[src/rtl/bp_fe_bp_feedback_queue_if.sv]
// Prediction-record / branch-resolution / predictor-update bundle for the gshare feedback queue.
// The front end and backend drive through master; the queue implements slave.
interface bp_fe_bp_feedback_queue_if #(
    parameter int bht_idx_width_p  = 10,
    parameter int queue_els_p      = 8,
    parameter int miss_cnt_width_p = 16
);
    localparam int cnt_width_lp = $clog2(queue_els_p) + 1;

    logic                        pred_v_i;
    logic [bht_idx_width_p-1:0]  pred_idx_i;
    logic                        pred_taken_i;
    logic                        pred_ready_o;
    logic                        res_v_i;
    logic                        res_taken_i;
    logic                        res_ready_o;
    logic                        flush_i;
    logic                        w_v_o;
    logic [bht_idx_width_p-1:0]  idx_w_o;
    logic                        correct_o;
    logic [cnt_width_lp-1:0]     count_o;
    logic [miss_cnt_width_p-1:0] miss_cnt_o;

    modport master (
        output pred_v_i, pred_idx_i, pred_taken_i, res_v_i, res_taken_i, flush_i,
        input  pred_ready_o, res_ready_o, w_v_o, idx_w_o, correct_o, count_o, miss_cnt_o
    );

    modport slave (
        input  pred_v_i, pred_idx_i, pred_taken_i, res_v_i, res_taken_i, flush_i,
        output pred_ready_o, res_ready_o, w_v_o, idx_w_o, correct_o, count_o, miss_cnt_o
    );
endinterface

[src/rtl/bp_fe_bp_feedback_queue.sv]
// In-order FIFO of gshare predictions; on each in-order resolution it emits a registered
// predictor update (index, correct) and maintains a saturating mispredict counter.
module bp_fe_bp_feedback_queue #(
    parameter int bht_idx_width_p  = 10,
    parameter int queue_els_p      = 8,
    parameter int miss_cnt_width_p = 16
) (
    input  logic clk_i,
    input  logic reset_i,
    bp_fe_bp_feedback_queue_if.slave bus
);
    localparam int ptr_width_lp = $clog2(queue_els_p);
    localparam int cnt_width_lp = ptr_width_lp + 1;
    localparam logic [cnt_width_lp-1:0]     full_lp     = cnt_width_lp'(queue_els_p);
    localparam logic [miss_cnt_width_p-1:0] miss_max_lp = '1;

    function automatic logic [miss_cnt_width_p-1:0] sat_inc(input logic [miss_cnt_width_p-1:0] v);
        return (v == miss_max_lp) ? v : v + 1'b1;
    endfunction

    // Each entry is {bht index, predicted taken}
    logic [bht_idx_width_p:0]    mem [queue_els_p];
    logic [ptr_width_lp-1:0]     rd_ptr, wr_ptr;
    logic [cnt_width_lp-1:0]     count;
    logic                        w_v_p1, correct_p1;
    logic [bht_idx_width_p-1:0]  idx_w_p1;
    logic [miss_cnt_width_p-1:0] miss_cnt;

    logic                        enq_p0, deq_p0, head_taken_p0, miss_p0;
    logic [bht_idx_width_p-1:0]  head_idx_p0;
    logic [ptr_width_lp-1:0]     rd_ptr_nxt;

    // Stage p0: handshakes decided purely from registered occupancy
    assign bus.pred_ready_o = (count < full_lp);
    assign bus.res_ready_o  = (count != '0);

    assign enq_p0        = bus.pred_v_i & bus.pred_ready_o & ~bus.flush_i;
    assign deq_p0        = bus.res_v_i & bus.res_ready_o;
    assign head_idx_p0   = mem[rd_ptr][bht_idx_width_p:1];
    assign head_taken_p0 = mem[rd_ptr][0];
    assign miss_p0       = deq_p0 & (head_taken_p0 != bus.res_taken_i);
    assign rd_ptr_nxt    = rd_ptr + ptr_width_lp'(deq_p0);

    always_ff @(posedge clk_i) begin
        if (enq_p0) mem[wr_ptr] <= {bus.pred_idx_i, bus.pred_taken_i};
    end

    always_ff @(posedge clk_i or negedge reset_i) begin
        if (!reset_i) begin
            rd_ptr <= '0;
            wr_ptr <= '0;
            count  <= '0;
        end else if (bus.flush_i) begin
            // The same-cycle dequeue is older than the flush and still retires
            rd_ptr <= rd_ptr_nxt;
            wr_ptr <= rd_ptr_nxt;
            count  <= '0;
        end else begin
            rd_ptr <= rd_ptr_nxt;
            wr_ptr <= wr_ptr + ptr_width_lp'(enq_p0);
            count  <= count + cnt_width_lp'(enq_p0) - cnt_width_lp'(deq_p0);
        end
    end

    // Stage p1: registered predictor update and mispredict count
    always_ff @(posedge clk_i or negedge reset_i) begin
        if (!reset_i) begin
            w_v_p1     <= 1'b0;
            idx_w_p1   <= '0;
            correct_p1 <= 1'b0;
            miss_cnt   <= '0;
        end else begin
            w_v_p1 <= deq_p0;
            if (deq_p0) begin
                idx_w_p1   <= head_idx_p0;
                correct_p1 <= ~miss_p0;
            end
            if (miss_p0) miss_cnt <= sat_inc(miss_cnt);
        end
    end

    assign bus.w_v_o      = w_v_p1;
    assign bus.idx_w_o    = idx_w_p1;
    assign bus.correct_o  = correct_p1;
    assign bus.count_o    = count;
    assign bus.miss_cnt_o = miss_cnt;
endmodule

[src/flat_wrapper.sv]
// flat-port wrapper written by rule: the top's interface ports become plain ports
module bp_fe_bp_feedback_queue_flat 
#(
    parameter int bht_idx_width_p  = 10,
    parameter int queue_els_p      = 8,
    parameter int miss_cnt_width_p = 16
)
  (clk_i, reset_i, bus_pred_v_i, bus_pred_idx_i, bus_pred_taken_i, bus_res_v_i, bus_res_taken_i, bus_flush_i, bus_pred_ready_o, bus_res_ready_o, bus_w_v_o, bus_idx_w_o, bus_correct_o, bus_count_o, bus_miss_cnt_o);
  bp_fe_bp_feedback_queue_if #(.bht_idx_width_p(bht_idx_width_p), .queue_els_p(queue_els_p), .miss_cnt_width_p(miss_cnt_width_p)) bus_i ();
  input  logic clk_i;
  input  logic reset_i;
  input wire logic [$bits(bus_i.pred_v_i)-1:0] bus_pred_v_i;
  input wire logic [$bits(bus_i.pred_idx_i)-1:0] bus_pred_idx_i;
  input wire logic [$bits(bus_i.pred_taken_i)-1:0] bus_pred_taken_i;
  input wire logic [$bits(bus_i.res_v_i)-1:0] bus_res_v_i;
  input wire logic [$bits(bus_i.res_taken_i)-1:0] bus_res_taken_i;
  input wire logic [$bits(bus_i.flush_i)-1:0] bus_flush_i;
  output wire logic [$bits(bus_i.pred_ready_o)-1:0] bus_pred_ready_o;
  output wire logic [$bits(bus_i.res_ready_o)-1:0] bus_res_ready_o;
  output wire logic [$bits(bus_i.w_v_o)-1:0] bus_w_v_o;
  output wire logic [$bits(bus_i.idx_w_o)-1:0] bus_idx_w_o;
  output wire logic [$bits(bus_i.correct_o)-1:0] bus_correct_o;
  output wire logic [$bits(bus_i.count_o)-1:0] bus_count_o;
  output wire logic [$bits(bus_i.miss_cnt_o)-1:0] bus_miss_cnt_o;
  assign bus_i.pred_v_i = bus_pred_v_i;
  assign bus_i.pred_idx_i = bus_pred_idx_i;
  assign bus_i.pred_taken_i = bus_pred_taken_i;
  assign bus_i.res_v_i = bus_res_v_i;
  assign bus_i.res_taken_i = bus_res_taken_i;
  assign bus_i.flush_i = bus_flush_i;
  assign bus_pred_ready_o = bus_i.pred_ready_o;
  assign bus_res_ready_o = bus_i.res_ready_o;
  assign bus_w_v_o = bus_i.w_v_o;
  assign bus_idx_w_o = bus_i.idx_w_o;
  assign bus_correct_o = bus_i.correct_o;
  assign bus_count_o = bus_i.count_o;
  assign bus_miss_cnt_o = bus_i.miss_cnt_o;
  bp_fe_bp_feedback_queue #(.bht_idx_width_p(bht_idx_width_p), .queue_els_p(queue_els_p), .miss_cnt_width_p(miss_cnt_width_p)) u_core (.clk_i(clk_i), .reset_i(reset_i), .bus(bus_i));
endmodule
[config.mk]
export PLATFORM = sky130hd
export DESIGN_NAME = bp_fe_bp_feedback_queue_flat
export DESIGN_NICKNAME = d
export VERILOG_FILES = /design/src/rtl/bp_fe_bp_feedback_queue_if.sv /design/src/rtl/bp_fe_bp_feedback_queue.sv /design/src/flat_wrapper.sv
export SDC_FILE = /design/constraint.sdc
export NUM_CORES = 1
export LEC_CHECK = 0
export CORE_MARGIN = 4
export CORE_UTILIZATION = 51
export CTS_BUF_LIST = sky130_fd_sc_hd__clkbuf_8 sky130_fd_sc_hd__clkbuf_16
export DETAILED_ROUTE_END_ITERATION = 16
export PLACE_DENSITY_LB_ADDON = 0.15
export SETUP_SLACK_MARGIN = 0.15
export SYNTH_ARGS = -nofsm -noshare
export SYNTH_HDL_FRONTEND = slang
export SYNTH_SLANG_ARGS = --single-unit
[constraint.sdc]
create_clock -name clk_i -period 2.42 [get_ports clk_i]
set_input_delay 0.484 -clock clk_i [delete_from_list [all_inputs] [get_ports clk_i]]
set_output_delay 0.484 -clock clk_i [all_outputs]
set_load 0.05 [all_outputs]
---- Word level (Yosys, flattened, before mapping) ----
Memory sizes are Yosys's and may differ from the RTL's.
Cells that the tools add are included.
word-level totals
  memories kept ........................... 1
  RAM bits ................................ 88
  word-level logic and storage cells ...... 29
  flip-flop bits (word level) ............. 38
  output and inout bits ................... 34
  bits of input ports ..................... 17
operators by class
  reductions and logical operators ........ 2
  $lt $le $gt $ge ......................... 1
  muxes and demuxes ....................... 4
  add/sub/neg operators ................... 5
  eq/ne operators ......................... 2
  bitwise gates (word level) .............. 7
memories
  name        depth  width  read ports  clocked after memory_dff  write ports  line                           RTL
  u_core.mem  8      11     1           0                         1            bp_fe_bp_feedback_queue.sv:22  logic [bht_idx_width_p:0] mem [queue_els_p];
operators with widths
  cell                                               count
  adder 16 x 1 -> 16 bit, second input constant      1
  == test 16 bit, second input constant              1
  adder 3 x 1 -> 3 bit                               2
  adder 4 x 1 -> 4 bit                               1
  bitwise AND 1 bit                                  4
  less-than comparator 4 bit, second input constant  1
  2-to-1 mux 4 bit                                   1
  nonzero test 4 bit                                 1
  subtractor 4 x 1 -> 4 bit                          1
  2-to-1 mux 3 bit                                   1
  inverter 1 bit                                     3
  2-to-1 mux 1 bit                                   2
  AND reduction 2 bit                                1
  inequality test 1 bit                              1

---- Logic depth before layout (Yosys ltp) ----
Gate-level depths: netlist of run 1.
  word-level depth ........................ 6
  mapped depth ............................ 12
  gate-level depth less buffers ........... 12

---- Worst setup path before layout of run 1 ----
OpenSTA, ideal clock, no wires.
  path kind ............................... register to register
  start point ............................. register u_core.count[3] (netlist: u_core.bus.count_o[3])
  end point ............................... register u_core.count[2] (netlist: u_core.bus.count_o[2])
  cell stages (with the launch flop) ...... 12
  data arrival time ....................... 3.106 ns
  path slack .............................. -0.817 ns
  clock period less this slack ............ 3.237 ns
  cell sequence ........................... dfrtp_1 -> inv_1 -> ha_1 -> or3b_2 -> nand2_1 -> inv_1 -> nand2_1 -> o21ai_0 -> ha_1 -> fa_1 -> xnor2_1 -> nor2_1
on the way
  cells in the longest elaborated chain, start to end .. 6
  elaborated cells on any way between the ends .. 8
  those cells by class .................... add/sub (2); order compare (1); mux (1); bitwise (3); reduce/logical (1)
ends and longest elaborated chain
  item                             line                           RTL
  start: declaration               bp_fe_bp_feedback_queue.sv:24  logic [cnt_width_lp-1:0] count;
  start signal: assignment         bp_fe_bp_feedback_queue.sv:61  count <= count + cnt_width_lp'(enq_p0) - cnt_width_lp'(deq_p0);
  less-than comparator 4 bit       bp_fe_bp_feedback_queue.sv:34  assign bus.pred_ready_o = (count < full_lp);
  named net bus_pred_ready_o       flat_wrapper.sv:18             output wire logic [$bits(bus_i.pred_ready_o)-1:0] bus_pred_ready_o;
  bitwise AND 1 bit (2 in series)  bp_fe_bp_feedback_queue.sv:37  assign enq_p0 = bus.pred_v_i & bus.pred_ready_o & ~bus.flush_i;
  adder 4 x 1 -> 4 bit             bp_fe_bp_feedback_queue.sv:61
  subtractor 4 x 1 -> 4 bit        bp_fe_bp_feedback_queue.sv:61
  2-to-1 mux 4 bit                 bp_fe_bp_feedback_queue.sv:53  end else if (bus.flush_i) begin
The timed path passes the listed nets, and every way through them passes these cells.
A chain may end at the register's enable or synchronous reset.

---- Worst setup path in the final report of run 1 ----
  start point ............................. register u_core.count[3] (netlist: u_core.bus.count_o[3])
  end point ............................... register u_core.count[1] (netlist: u_core.bus.count_o[1])
on the way
  elaborated cells on any way between the ends .. 8
  those cells by class .................... add/sub (2); order compare (1); mux (1); bitwise (3); reduce/logical (1)
RTL lines
  item                       line                           RTL
  nonzero test 4 bit         bp_fe_bp_feedback_queue.sv:35  assign bus.res_ready_o = (count != '0);
  bitwise AND 1 bit          bp_fe_bp_feedback_queue.sv:38  assign deq_p0 = bus.res_v_i & bus.res_ready_o;
  named net u_core.deq_p0    bp_fe_bp_feedback_queue.sv:29  logic enq_p0, deq_p0, head_taken_p0, miss_p0;
  subtractor 4 x 1 -> 4 bit  bp_fe_bp_feedback_queue.sv:61
  2-to-1 mux 4 bit           bp_fe_bp_feedback_queue.sv:53
The timed path passes the listed nets, and every way through them passes these cells.

==> key figures, run 1 <==
Outcome
  • Status: complete, no violations

Die
  • Die Area: between 0.01 and 0.015 mm2
  • # IOs: slightly above 50
  • Die Span Y: 107 um
  • CORE AREA: approximately 0.0094 mm2
  • DIE WIDTH: ~110 um
  • Initial Util: a little over half
  • FP Rows: 35

Global routing
  • Total GRT Usage: a little under a fifth
  • Initial antenna violation count: 0
  • GRT Residual Overflow: 0
  • Pin count of the biggest net entering global routing: 39
  • Number of global-route vias before repair: 2922
  • First-pass GRT wire length: between 15000 and 20000 um

Power and ir drop
  • Proportion of power drawn by the clock network: between 30 and 40%
  • Internal power: approximately 5.4 mW
  • Switching Share: 33.5%
  • Peak VDD IR: between 0.6 and 0.7 mV
  • Lkg Pwr: roughly 2.5 nW
  • Sw power: roughly 2.7 mW
  • Sequential power share: around a third
  • Total Power: 8.16 mW
  • Power Dens Cells: ~1300 mW/mm2
  • Gate power share: about a third

Critical path
  • Crit-path most repeated cell: nand2_4
  • Slowest stage delay, CP: around 510 ps
  • Crit path launch type: flop
  • WS Path Type: reg2reg
  • Slowest stage cell, crit path: fa_2
  • WP data required: 2860 ps
  • CP endpoint kind: flop
  • Arrival time worst endpoint: 2650 ps
  • Cell Chain, Critical Path: clkinvlp_4 -> ha_2 -> or3b_4 -> nand2_4 -> inv_4 -> nand2_4 -> o21ai_2 -> ha_4 -> fa_2 -> nor2b_1
  • Critical Path Fanout Max: 4

Routing
  • 1st-pass router iterations: 4
  • Via count: 2732
  • Metal2 WL: approximately 5100 um
  • Routed Antenna Nets: 0
  • Final Routed Wirelength: ~10000 um
  • Met1 WL: 4320 um
  • WL met3: 321 um
  • DR WL/cell: between 15 and 20 um
  • Starting DRT DRC Count: 115
  • Highest metal layer with signal wires: met4
  • Drc violations: 0
  • Via density: around 5.3

Final layout
  • Final Non-Filler Cells: around 510
  • P&R area growth vs syn: 29.6%
  • Multi-input gate area: ~0.0014 mm2
  • Seq. cell area: 0.00360 mm2
  • # diodes: 0
  • Post-layout util: between 60% and 70%
  • Fraction of layout cells with a size suffix above 1: between 20% and 30%
  • Layout Nets: 398
  • FILL cells: between 600 and 700
  • Final Cell Area: roughly 0.0065 mm2

Yosys
  • Fraction of registers with async set/reset: 30.2%
  • Mapped cell area: about 0.0050 mm2
  • Syn_nets: around 310
  • Post-synth top area share: 52.8%
  • Post-synth cell types: 30
  • Yosys warns: 0
  • Cell taking the most area after synthesis: edfxtp_1
  • EDFF count, synth: between 80 and 90
  • Area contributors post-synth: edfxtp_1, dfrtp_1, mux4_2
  • Top FF cell, synth: edfxtp_1
  • Number of synthesized register bits: between 100 and 150
  • Most frequent cell after synthesis: edfxtp_1
  • Synth Area per Inst: ~17 um2
  • Post-Synthesis Cells: roughly 290
  • Post-synthesis sequential area ratio: 71.8%
  • Synth cell count leaders: edfxtp_1, dfrtp_1, nand2_1

Clock network
  • Clock buffer depth: 2
  • Clock sink count: about 130
  • Reg clk slew, reported paths: 60 ps
  • Total CTS buffers: 17
  • Htree depth: 4
  • Cts-stage hold buffer count: 0
  • Worst skew pair latency: 510 ps
  • CTS Root Buffer Type: clkbuf_8
  • CTS tree: built

Timing
  • Fin Clk Skew: 12.8 ps
  • Worst hold slack: between 100 and 150 ps
  • TNS Setup: 0 ps
  • RSZ-0062 raised after global routing: yes
  • # setup viols final: 0
  • Fin. Hold Viols: 0
  • Slew Limit Fails: 0
  • Crit path time final: ~2200 ps
  • Period Utilization, post-route: 91.5%
  • Max Clk Rate: between 400 and 500 MHz
  • Worst Tran Pin Value: a little over 900 ps
  • PnR worst setup slack: 207 ps
  • Max_slew headroom: about 39%

Placed design
  • Final GP Congestion: 0.769
  • Placed cell areas: 0.00586 mm2
  • Setup WS pre-CTS: between 200 and 250 ps
  • PortBufs: 50
  • Cell count after placement: 480
  • Detailed Place HPWL: approximately 6400 um

Job
  • Max-cap violations: 0

Hold path
  • Hold crit path type: in2async
[placed cells by master (no fill, tap or decap), types with 2 or more instances in the layout]
cell type / count
edfxtp_1: 88
clkdlybuf4s50_1: 37
dfrtp_1: 36
buf_4: 25
nand2_1: 22
mux4_2: 22
clkbuf_16: 16
xnor2_1: 15
nor2_1: 13
o21ai_0: 11
mux2i_1: 11
dlymetal6s2s_1: 7
ha_1: 6
nand4_1: 5
inv_1: 4
mux2_2: 4
clkinvlp_4: 4
xor2_1: 4
nand2b_1: 4
nand3_1: 4
dlygate4sd2_1: 4
nor2b_1: 3
and3_1: 3
clkinv_4: 3
bufinv_16: 3
nand2_4: 2
nor3_2: 2
ha_2: 2
clkbuf_8: 2
inv_6: 2
dfrtp_2: 2
[critical path, delay by kind of cell (launching register included)]
| family | cells | cell delay [ps] |
|---|---|---|
| simple gates | 4 | 690 |
| compound gates | 1 | 70 |
| flops | 1 | 420 |
| buf+inv | 2 | 130 |
| fa+ha+maj | 3 | 830 |
[cell families (layout without fill, tap and decap cells)]
group	count (synthesis)	count (layout)	share of synthesized area, %
compound gates	16	16	1.85
xor+xnor	19	19	3.33
fa+ha+maj	10	10	2.65
buf+inv	14	112	1.18
flops	126	126	71.8
mux	37	37	13.0
simple gates	64	64	6.15
[final timing paths]
kind / to / from / cells after the start / slack, ps
hold / removal: u_core.bus.miss_cnt_o[2] / reset_i / 1 / 110
max in group asynchronous: u_core.rd_ptr[0] / reset_i / 1 / 1680
min in group clk_i: u_core.bus.idx_w_o[0] / u_core.bus.idx_w_o[0] / 2 / 470
setup reg to reg: u_core.bus.count_o[1] / u_core.bus.count_o[3] / 10 / 210
setup / recovery: u_core.bus.count_o[1] / u_core.bus.count_o[3] / 10 / 210
hold reg to reg: u_core.bus.idx_w_o[0] / u_core.bus.idx_w_o[0] / 2 / 470
[power by group through the flow]
stage | Combinational [mW] | Sequential [mW] | Clock [mW]
after floorplan | 1.37 | 3.42 | 0
after global placement | 2.74 | 2.89 | 0
after detailed placement | 2.79 | 2.90 | 0
after CTS | 2.81 | 2.86 | 2.56
after global routing | 3.01 | 2.90 | 2.66
final | 2.78 | 2.86 | 2.52
[final cells by class]
class,instances,area share [%]
Tap cell,129,2.49
Timing Repair Buffer,75,10.8
Inverter,5,0.386
Multi-Input combinational cell,146,21.7
Clock inverter,14,2.61
Clock buffer,18,6.60
Sequential cell,126,55.5
[flip-flops by register name, summed over array words and instances, names as in the netlist]
signal	count
u_core.rd_ptr	3
u_core.bus.miss_cnt_o	16
u_core.bus.idx_w_o	10
u_core.wr_ptr	3
u_core.bus.count_o	4
u_core.bus.correct_o	1
u_core.mem	88
u_core.bus.w_v_o	1
[repair_timing]
action                                  4_1_cts  5_1_grt
endpoints found under the setup margin        4       11
gates resized for setup                       4       10
endpoints found under the hold margin         0        0
setup buffers                                 0        1
pin swaps                                     0        2
[per-layer routing]
layer  vias up  track usage [%]
li1       1261                -
met1      1397             25.2
met2        57             30.7
met3        17             4.09
met4         0             7.03
met5         -                0
Power figures use the tool's default switching activity.
==> run 2: changes to the inputs <==
--- a/config.mk
+++ b/config.mk
@@ -5,9 +5,11 @@
 export SDC_FILE = /design/constraint.sdc
 export NUM_CORES = 1
 export LEC_CHECK = 0
+export ABC_AREA = 1
 export CORE_MARGIN = 4
-export CORE_UTILIZATION = 51
+export CORE_UTILIZATION = 52
 export CTS_BUF_LIST = sky130_fd_sc_hd__clkbuf_8 sky130_fd_sc_hd__clkbuf_16
+export CTS_CLUSTER_DIAMETER = 30
 export DETAILED_ROUTE_END_ITERATION = 16
 export PLACE_DENSITY_LB_ADDON = 0.15
 export SETUP_SLACK_MARGIN = 0.15
==> key figures, run 2 <==
Final layout
  • Final Cell Area: 0.00689 mm2
  • Largest register FFs: 88
  • Layout Nets: between 500 and 600
  • Top reg by flops: u_core.mem
  • Fraction of layout cells with a size suffix above 1: between 10% and 20%
  • Commonest non-fill, non-tap cell in the layout: edfxtp_1
  • # diodes: 0
  • Most frequent cells in the layout: edfxtp_1, nand2_1, nor2_1
  • P&R area growth vs syn: 25.0%

Hold path
  • Hold crit path type: in2async

Global routing
  • First-pass GRT wire length: just under 20000 um
  • Initial antenna violation count: 0
  • GRT Residual Overflow: 0
  • Number of global-route vias before repair: between 3000 and 4000
  • Pin count of the biggest net entering global routing: 45
  • Total GRT Usage: roughly 21%

Power and ir drop
  • Gate power share: 36.8%
  • Total Power: between 8 and 9 mW
  • Peak VDD IR: slightly above 0.7 mV
  • Switching Share: between 30 and 40%
  • Sequential power share: between 30% and 40%
  • Proportion of power drawn by the clock network: between 30% and 40%
  • Sw power: roughly 3.2 mW
  • Internal power: between 5 and 6 mW
  • Power Dens Cells: approximately 1200 mW/mm2
  • Lkg Pwr: roughly 2.7 nW

Clock network
  • CTS Root Buffer Type: clkbuf_8
  • Total CTS buffers: 17
  • CTS tree: built
  • Reg clk slew, reported paths: around 60 ps
  • Worst skew pair latency: 510 ps
  • Cts-stage hold buffer count: 0
  • Clock buffer depth: 2
  • Htree depth: 4
  • Clock sink count: 126

Yosys
  • Cell taking the most area after synthesis: edfxtp_1
  • Yosys warns: 0
  • Most frequent cell after synthesis: edfxtp_1
  • Number of synthesized register bits: between 100 and 150
  • Mux contribution to synthesized area: 0.409%
  • Post-synth top area share: 48.0%
  • Post-synth cell types: 33
  • Simple-gate area share of the yosys netlist: around 18%
  • Post-synthesis sequential area ratio: 65.2%
  • Synth Area per Inst: 11.6 um2
  • Area contributors post-synth: edfxtp_1, dfrtp_1, nand2_1
  • Fraction of registers with async set/reset: a little under a third
  • Largest family of logic cells by synthesized area: simple AND/OR/NAND/NOR gates
  • Synth cell count leaders: edfxtp_1, nand2_1, nor2_1
  • Post-Synth XOR/XNOR Area: about 2.4%
  • Post-Synthesis Cells: approximately 480
  • Mapped cell area: between 0.005 and 0.006 mm2
  • Syn_nets: between 500 and 600
  • Compound-gate portion of the synthesized area: under 10%
  • Adder-cell area share of the yosys netlist: between 2 and 2.5%
  • EDFF count, synth: 88
  • Top FF cell, synth: edfxtp_1

Critical path
  • Cell Chain, Critical Path: clkdlybuf4s50_1
  • Crit path launch type: flop
  • Slowest stage cell, crit path: clkdlybuf4s50_1
  • WS Path Type: reg2out
  • Slowest stage delay, CP: 820 ps
  • Arrival time worst endpoint: roughly 1700 ps
  • Critical Path Fanout Max: 3
  • CP endpoint kind: output port
  • CP top delay family: buffers and inverters
  • Worst path depth: 1
  • WP data required: 1940 ps
  • Worst Path Buf+Inv: 1
  • R2R depth: 9

Die
  • FP Rows: 37
  • Die Span Y: ~110 um
  • Die Area: 0.0123 mm2
  • # IOs: 51
  • CORE AREA: a little over 0.01 mm2
  • DIE WIDTH: between 100 and 150 um
  • Initial Util: between 50 and 60%

Outcome
  • Status: complete, no violations

Timing
  • Max Clk Rate: approximately 450 MHz
  • RSZ-0062 raised after global routing: no
  • TNS Setup: 0 ps
  • Max_slew headroom: 37.2%
  • # setup viols final: 0
  • Slew Limit Fails: 0
  • Period Utilization, post-route: between 90% and 100%
  • Fin Clk Skew: slightly above 6 ps
  • Crit path time final: 2200 ps
  • Fin. Hold Viols: 0
  • Worst Tran Pin Value: 941 ps

Routing
  • Final Routed Wirelength: around 12000 um
  • Routed Antenna Nets: 0
  • Drc violations: 0
  • DR WL/cell: 17.4 um
  • Starting DRT DRC Count: between 200 and 300
  • Via count: around 3800
  • Via density: about 5.5
  • 1st-pass router iterations: 7

Placed design
  • PortBufs: 50
  • Final GP Congestion: approximately 0.86
  • Detailed Place HPWL: between 7000 and 8000 um
  • Placed cell areas: about 0.0063 mm2

Job
  • Max-cap violations: 0
==> run 2: metal layers <==
layer | share of wire, % | global-route usage, % | up-vias
met5 | 0 | 0 | -
met4 | 1.4 | 7.55 | 0
li1 | - | - | 1801
met2 | 50 | 33.1 | 86
met1 | 44 | 27.9 | 1884
met3 | 4.5 | 4.80 | 15
==> run 2: cell families after synthesis <==
logic type | Yosys count
AND/OR/NAND/NOR | 204
buffers and inverters | 50
multiplexers | 2
adder cells (fa/ha/maj) | 10
AO/OA/AOI/OAI | 70
flip-flops | 126
XOR/XNOR | 15
==> run 2: through the flow <==
| stage | hold WS, ps | util [%] | cells | worst slack, ps |
|---|---|---|---|---|
| floorplan | 188 | - | 477 | -2.58 |
| global placement | 462 | 60.9 | 660 | 211 |
| detailed placement | 465 | 60.9 | 660 | 150 |
| CTS | 128 | 66.7 | 692 | 171 |
| global route | 180 | 66.7 | 692 | 174 |
| finish | 115 | 66.7 | 692 | 221 |
==> run 2: area by class of cell <==
class                   instances  area (um2)
clock buffers                  18         428
clock inverters                14         191
fillers                       774        3440
inverters                      29         123
multi-input cells             301        1770
flip-flops and latches        126        3590
well taps                     136         170
repair buffers                 68         611
==> run 2: worst paths after layout <==
kind | to | from | slack [ps]
min in group clk_i | u_core.bus.idx_w_o[8] | u_core.bus.idx_w_o[8] | 480
max reg2reg | u_core.bus.miss_cnt_o[15] | u_core.rd_ptr[0] | 390
min reg2reg | u_core.bus.idx_w_o[8] | u_core.bus.idx_w_o[8] | 480
max in group asynchronous | u_core.bus.count_o[3] | reset_i | 1650
min | u_core.bus.idx_w_o[1] | reset_i | 120
max | bus_count_o[1] | u_core.bus.count_o[1] | 220
==> run 2: timing repair <==
| item | in CTS | in global routing |
|---|---|---|
| pin swaps | 0 | 0 |
| endpoints found under the setup margin | 16 | 1 |
| resized for setup | 16 | 1 |
| buffers inserted | 0 | 0 |
==> run 2: power groups by stage <==
stage	combinational [mW]	sequential, mW	clock, mW
3_5_place_dp	3.18	2.87	0
6_report	3.16	2.83	2.61
3_3_place_gp	3.11	2.86	0
5_1_grt	3.45	2.87	2.76
2_1_floorplan	1.73	3.38	0
4_1_cts	3.19	2.83	2.64
